### src/rtl/timer_prog_sequencer.sv
// timer_prog_sequencer
// Accepts one programming request (counter select, mode, count) per
// handshake, validates it against the timer's rules and serialises valid
// requests onto the timer's 4-bit data / 2-bit address bus as a control
// write followed by the high and low count nibbles. Completion or rejection
// is reported with a one-cycle done pulse qualified by err / err_code.
module timer_prog_sequencer #(
  parameter int C0_MIN   = 2,
  parameter int C0_MAX   = 150,
  parameter int C1_MIN   = 50,
  parameter int C1_MAX   = 200,
  parameter int IDLE_GAP = 1,
  parameter int CHECK_EN = 1
) (
  input  logic       clk,
  input  logic       rst_n,
  input  logic       req_valid,
  output logic       req_ready,
  input  logic       req_sel,
  input  logic [2:0] req_mode,
  input  logic [7:0] req_count,
  output logic [3:0] d,
  output logic [1:0] a,
  output logic       busy,
  output logic       done,
  output logic       err,
  output logic [1:0] err_code
);

  // A gap shorter than one cycle would let two writes abut, so clamp it.
  localparam int         GAP_N    = (IDLE_GAP < 1) ? 1 : IDLE_GAP;
  localparam logic [7:0] GAP_LOAD = 8'(GAP_N - 1);

  localparam logic [7:0] C0_MIN_B = 8'(C0_MIN);
  localparam logic [7:0] C0_MAX_B = 8'(C0_MAX);
  localparam logic [7:0] C1_MIN_B = 8'(C1_MIN);
  localparam logic [7:0] C1_MAX_B = 8'(C1_MAX);

  localparam logic [1:0] A_CNT0 = 2'b00;
  localparam logic [1:0] A_CTRL = 2'b10;
  localparam logic [1:0] A_IDLE = 2'b11;

  localparam logic [1:0] E_NONE   = 2'b00;
  localparam logic [1:0] E_MODE   = 2'b01;
  localparam logic [1:0] E_RANGE  = 2'b10;
  localparam logic [1:0] E_PARITY = 2'b11;

  typedef enum logic [2:0] {
    S_IDLE,
    S_CTRL,
    S_HI,
    S_LO,
    S_GAP,
    S_ERR
  } state_t;

  state_t     state_reg, state_next;
  logic [7:0] gap_reg, gap_next;
  logic       sel_reg;
  logic [7:0] count_reg;

  logic [3:0] d_reg, d_next;
  logic [1:0] a_reg, a_next;
  logic       done_reg, done_next;
  logic       err_reg, err_next;
  logic [1:0] err_code_reg, err_code_next;

  logic       accept;
  logic       in_range;
  logic       bad_parity;
  logic [1:0] chk_code;

  assign req_ready = (state_reg == S_IDLE) && rst_n;
  assign busy      = (state_reg != S_IDLE);
  assign accept    = req_valid && req_ready;

  assign d        = d_reg;
  assign a        = a_reg;
  assign done     = done_reg;
  assign err      = err_reg;
  assign err_code = err_code_reg;

  // Classify the request currently presented; mode beats range beats parity.
  always_comb begin
    chk_code   = E_NONE;
    in_range   = req_sel ? ((req_count >= C1_MIN_B) && (req_count <= C1_MAX_B))
                         : ((req_count >= C0_MIN_B) && (req_count <= C0_MAX_B));
    bad_parity = ((req_mode == 3'd2) && req_count[0]) ||
                 (((req_mode == 3'd3) || (req_mode == 3'd4)) && !req_count[0]);
    if (CHECK_EN != 0) begin
      if (req_mode > 3'd4) begin
        chk_code = E_MODE;
      end else if (!in_range) begin
        chk_code = E_RANGE;
      end else if (bad_parity) begin
        chk_code = E_PARITY;
      end
    end
  end

  // Next state plus the bus/status values the next state presents, so the
  // outputs come straight from flops and line up with the state they belong to.
  always_comb begin
    state_next    = state_reg;
    gap_next      = gap_reg;
    a_next        = A_IDLE;
    d_next        = 4'd0;
    done_next     = 1'b0;
    err_next      = 1'b0;
    err_code_next = err_code_reg;
    case (state_reg)
      S_IDLE: begin
        if (accept) begin
          if (chk_code == E_NONE) begin
            state_next = S_CTRL;
            a_next     = A_CTRL;
            d_next     = {req_sel, req_mode};
          end else begin
            state_next    = S_ERR;
            done_next     = 1'b1;
            err_next      = 1'b1;
            err_code_next = chk_code;
          end
        end
      end
      S_CTRL: begin
        state_next = S_HI;
        a_next     = A_CNT0 | {1'b0, sel_reg};
        d_next     = count_reg[7:4];
      end
      S_HI: begin
        state_next = S_LO;
        a_next     = A_CNT0 | {1'b0, sel_reg};
        d_next     = count_reg[3:0];
      end
      S_LO: begin
        state_next    = S_GAP;
        gap_next      = GAP_LOAD;
        done_next     = 1'b1;
        err_code_next = E_NONE;
      end
      S_GAP: begin
        if (gap_reg == 8'd0) begin
          state_next = S_IDLE;
        end else begin
          gap_next = gap_reg - 8'd1;
        end
      end
      S_ERR: begin
        state_next = S_IDLE;
      end
      default: begin
        state_next = S_IDLE;
      end
    endcase
  end

  // State, gap counter and registered outputs; reset aborts any write in flight.
  always_ff @(posedge clk or negedge rst_n) begin
    if (!rst_n) begin
      state_reg    <= S_IDLE;
      gap_reg      <= 8'd0;
      a_reg        <= A_IDLE;
      d_reg        <= 4'd0;
      done_reg     <= 1'b0;
      err_reg      <= 1'b0;
      err_code_reg <= E_NONE;
    end else begin
      state_reg    <= state_next;
      gap_reg      <= gap_next;
      a_reg        <= a_next;
      d_reg        <= d_next;
      done_reg     <= done_next;
      err_reg      <= err_next;
      err_code_reg <= err_code_next;
    end
  end

  // Capture the request fields needed for the nibble cycles at accept.
  always_ff @(posedge clk or negedge rst_n) begin
    if (!rst_n) begin
      sel_reg   <= 1'b0;
      count_reg <= 8'd0;
    end else if (accept) begin
      sel_reg   <= req_sel;
      count_reg <= req_count;
    end
  end

endmodule

### config.mk
export PLATFORM = sky130hd
export DESIGN_NAME = timer_prog_sequencer
export DESIGN_NICKNAME = d
export VERILOG_FILES = /design/src/rtl/timer_prog_sequencer.sv
export SDC_FILE = /design/constraint.sdc
export NUM_CORES = 1
export LEC_CHECK = 0
export ABC_AREA = 1
export BUFFER_PORTS_ARGS = -buffer_cell sky130_fd_sc_hd__buf_2
export CAP_MARGIN = 30
export CORE_AREA = 2 2 56 58
export CTS_CLUSTER_SIZE = 14
export DETAILED_ROUTE_END_ITERATION = 10
export DIE_AREA = 0 0 58 60
export PLACE_DENSITY = 0.79
export SYNTH_ARGS = -nofsm -noshare
export SYNTH_HDL_FRONTEND = slang
export SYNTH_SLANG_ARGS = --single-unit
### constraint.sdc
create_clock -name clk -period 3.83 [get_ports clk]
set_input_delay 0.383 -clock clk [delete_from_list [all_inputs] [get_ports clk]]
set_output_delay 0.383 -clock clk [all_outputs]
set_load 0.05 [all_outputs]
# == Word-level counts from Yosys, hierarchy flattened ==
# Cells that the tools add are included.
# word_totals
word_cells,68
out_inout_bits,12
in_bits,15
regBits,30
# op_classes
add_sub_neg,1
order_cmp,5
reduce_logical,19
n_eq_ne,11
mux,23
# op_table
op,n
$le A8 B8 Y1 const B,2
$pmux W8 S2,1
$pmux W3 S5,1
$eq A3 B2 Y1 const B,4
$pmux W4 S3,1
$mux W2,5
$mux W3,3
$ge A8 B2 Y1 const B,1
$ge A8 B6 Y1 const B,1
$logic_not A8 Y1,1
$mux W4,2
$mux W8,1
$ne A2 B2 Y1 const B,4
$pmux W2 S2,2
$sub A8 B1 Y8 const B,1
$eq A3 B3 Y1 const B,2
$logic_and A1 B1 Y1,6
$mux W1,6
$reduce_and A2 Y1,2
$reduce_bool A2 Y1,2
$eq A3 B1 Y1 const B,1
$gt A3 B3 Y1 const B,1
$logic_not A3 Y1,1
$reduce_and A3 Y1,1
6 further kinds,7

# == Logic depth before layout (Yosys ltp) ==
# depth
word_depth,11
ltp_mapped,11
mapped_depth_nobuf,11

# == Worst setup path before layout ==
# No wires, ideal clock.
# synth_timing
kind,reg2reg
from,register state_reg[1]
to,"register d_reg[3], in the netlist d[3]"
path_slack_ns,2.260
synth_period_minus_slack_ns,1.570
setup_ns,0.075
required_time_ns,3.755
stages_incl_launch_ff,12
t_arrival_ns,1.494
n_path_buf,2
cell_sequence,dfrtp_1 buf_6 nor2_4 inv_2 nor2_4 inv_4 nor2_8 nand2_4 clkinv_2 buf_6 nand2_4 o21bai_2
# synth_between
elab_chain_cells,5
elab_cells_between_ends,7
cone_classes,2 x eq/ne; 2 x mux; 3 x reduce/logical
# synth_rtl
element,line_no,source
from (decl),57,"state_t state_reg, state_next;"
from (signal assigned),169,state_reg <= state_next;
$logic_not A3 Y1,73,assign req_ready = (state_reg == S_IDLE) && rst_n;
$logic_and A1 B1 Y1,73,
named net req_ready,18,"output logic req_ready,"
$logic_and A1 B1 Y1,75,assign accept = req_valid && req_ready;
$mux W4,113,if (accept) begin
$pmux W4 S3,111,case (state_reg)
named net d_next[3],62,"logic [3:0] d_reg, d_next;"
to (signal assigned),172,d_reg <= d_next;
to (decl),62,
# The timed path passes the listed nets, and every way through them passes these cells.
# A chain may end at the register's enable or synchronous reset.

# == Final worst setup path ==
# layout_timing
from,register state_reg[1]
to,output req_ready
# layout_between
elab_chain_cells,2
# layout_rtl
element,line_no
$logic_not A3 Y1,73
$logic_and A1 B1 Y1,73
to (decl),18
# Every way passes these cells.

==> results_dict.tcl <==
set metrics [dict create \
    grt_start_max_net_pins 32 \
    p_leak_nw 1.02 \
    cp_max_fo 8 \
    finalMaxSlewViolations 0 \
    clkPwrFrac_pct 12.1 \
    switchingPower_uw 683 \
    mostFrequentLayoutCells "56 x nand2_1, 33 x inv_1, 28 x dfrtp_1" \
    syn_to_final_growth_pct 11.7 \
    fp.dieW_um 58 \
    vdd_drop_max_mv 0.542 \
    rsz0062_at_grt "false" \
    max_freq_ghz 0.515 \
    synth_area_um2 1620 \
    p_int_uw 723 \
    synth_warnings 0 \
    cts_buffers 5 \
    switching_share_pct 48.6 \
    dp_hpwl_um 2350 \
    cts_tree "built" \
    combPwrFrac_pct 48.9 \
    drtPass1Iterations 5 \
    worstHoldPathType "in -> async" \
    cts_max_level 2 \
    cts_setup_buffers 0 \
    n_antenna_cell 0 \
    place.gp.congestion 0.805 \
    post-route-period-util_pct 50.7 \
    grt_first_pass_wirelength_um 5480 \
    antenna_found_initial 0 \
    ant_nets 0 \
    dieArea_um2 3480 \
    core-area_um2 2900 \
    setup_viol 0 \
    drt_iter0_drc 82 \
    dr_total_vias 1373 \
    cts-resized-gates 0 \
    start_util_pct 55.7 \
    slew_headroom_pct 56.0 \
    synth.distinct_cells 30 \
    period_minus_slack_ns 1.94 \
    end_kind "primary output" \
    grt_pass1_vias 1329 \
    hold_buffers 0 \
    skew_ns 0.00989 \
    routed_via_density 5.09 \
    cp.arrival_ns 1.56 \
    run_status "complete, no violations" \
    pre_cts_ws_ns 1.79 \
    cap_violations 0 \
    fin_ws_ns 1.89 \
    cts.sink_count 30 \
    layout_commonest_cell "nand2_1" \
    layout-drive-gt1-share_pct 19.8 \
    pwr-share-seq_pct 39.0 \
    fin_setup_tns_ns 0 \
    portBuffers 26 \
    r2r-start "gap_reg[0]" \
    wl_um 3070 \
    finalHoldViolations 0 \
    max-clock-path-buffers 2 \
    post-route-util_pct 62.2 \
    r2r-end "gap_reg[7]" \
    wire_per_inst_um 11.4 \
    seq_area_frac_synth_pct 46.6 \
    root_buffer "clkbuf_4" \
    grtUsageTotal_pct 20.9 \
    clk_latency_ns 0.33 \
    fin_nets 254 \
    synth-seq-cells 30 \
    drc 0 \
    rr_worst_depth 9 \
    num_rows 20 \
    n_fill_cell 282 \
    powerDensity_nw_per_um2 779 \
    worstPathRequired_ns 3.45 \
    io-pin-count 27 \
    worstMarginPinSlew_ns 0.659 \
    die_height_um 60 \
    register_area_um2 753 \
    start_kind "flip-flop" \
    grt-ovfl-total 0 \
    crit_type "reg -> out" \
    multiInputGateArea_um2 693 \
    synthCells 207 \
    clk_pin_slew_ns 0.09 \
    r2r_slack_ns 2.12 \
    syn_nets 224 \
    syn_area_per_cell_um2 7.81 \
]
## through the flow
stage | std cells | hold slack, ns | cell area [um2] | power [mW]
6_report | 270 | 0.0772 | 1810 | 1.41
5_1_grt | 270 | 0.130 | 1810 | 1.52
4_1_cts | 270 | 0.102 | 1810 | 1.41
3_5_place_dp | 263 | 0.458 | 1760 | 1.24
3_3_place_gp | 263 | 0.449 | 1760 | 1.22
2_1_floorplan | 207 | 0.0874 | 1620 | 1.10
## cell type report
cell class | count | area share [%]
Multi-Input combinational cell | 137 | 38.4
Clock buffer | 7 | 2.49
Sequential cell | 30 | 41.7
Tap cell | 33 | 2.29
Inverter | 37 | 7.90
Timing Repair Buffer | 26 | 7.21
## Yosys cell counts (all sizes together)
cell,number,share of area (%)
nand2,59,15
inv,36,8.5
dfrtp,28,43
nand3,20,6.8
nor2,18,6.1
o21ai,16,5.2
a21oi,7,2.2
nand4,4,1.5
buf,3,1.7
dfstp,2,3.3
ha,2,1.5
nor3,2,0.62
nor4,2,0.77
o21a,2,0.93
a21boi,1,0.46
and3,1,0.39
clkinv,1,0.31
o21bai,1,0.70
o22ai,1,0.39
o31ai,1,0.46
## how the worst max path moves through the flow
stage                 startpoint           to  slack [ns]
floorplan           state_reg[1]         d[3]        2.26
global placement           rst_n  err_code[0]        1.83
detailed placement         rst_n  err_code[0]        1.79
CTS                        rst_n    req_ready        1.82
global route               rst_n    req_ready        1.70
finish              state_reg[1]    req_ready        1.89
## cell families after synthesis
group,share of synthesized area [%]
AO/OA/AOI/OAI,10.3
adder cells (fa/ha/maj),1.55
flip-flops,46.6
buffers and inverters,10.5
AND/OR/NAND/NOR,31.0
## metal layers
metal | share of wire, % | vias up | GRT usage [%]
met3 | 5.0 | 3 | 6.28
met4 | 0.88 | 0 | 5.65
met5 | 0 | - | 0
met1 | 44 | 621 | 23.7
li1 | - | 714 | -
met2 | 50 | 35 | 38.1
## power groups by stage
stage               combinational [mW]  clock [mW]  sequential [mW]
global route                     0.769       0.184            0.564
CTS                              0.690       0.172            0.548
floorplan                        0.423           0            0.679
detailed placement               0.687           0            0.554
finish                           0.688       0.170            0.548
global placement                 0.674           0            0.551
## critical path, cell delays in order (launching register included)
cell and delay [ns]:
dfrtp_1 0.49, nor2_4 0.16, inv_2 0.05, nor2_4 0.12, inv_4 0.06, nor2_8 0.09
buf_2 0.27
Note: power is estimated with default switching activity, not from simulation.
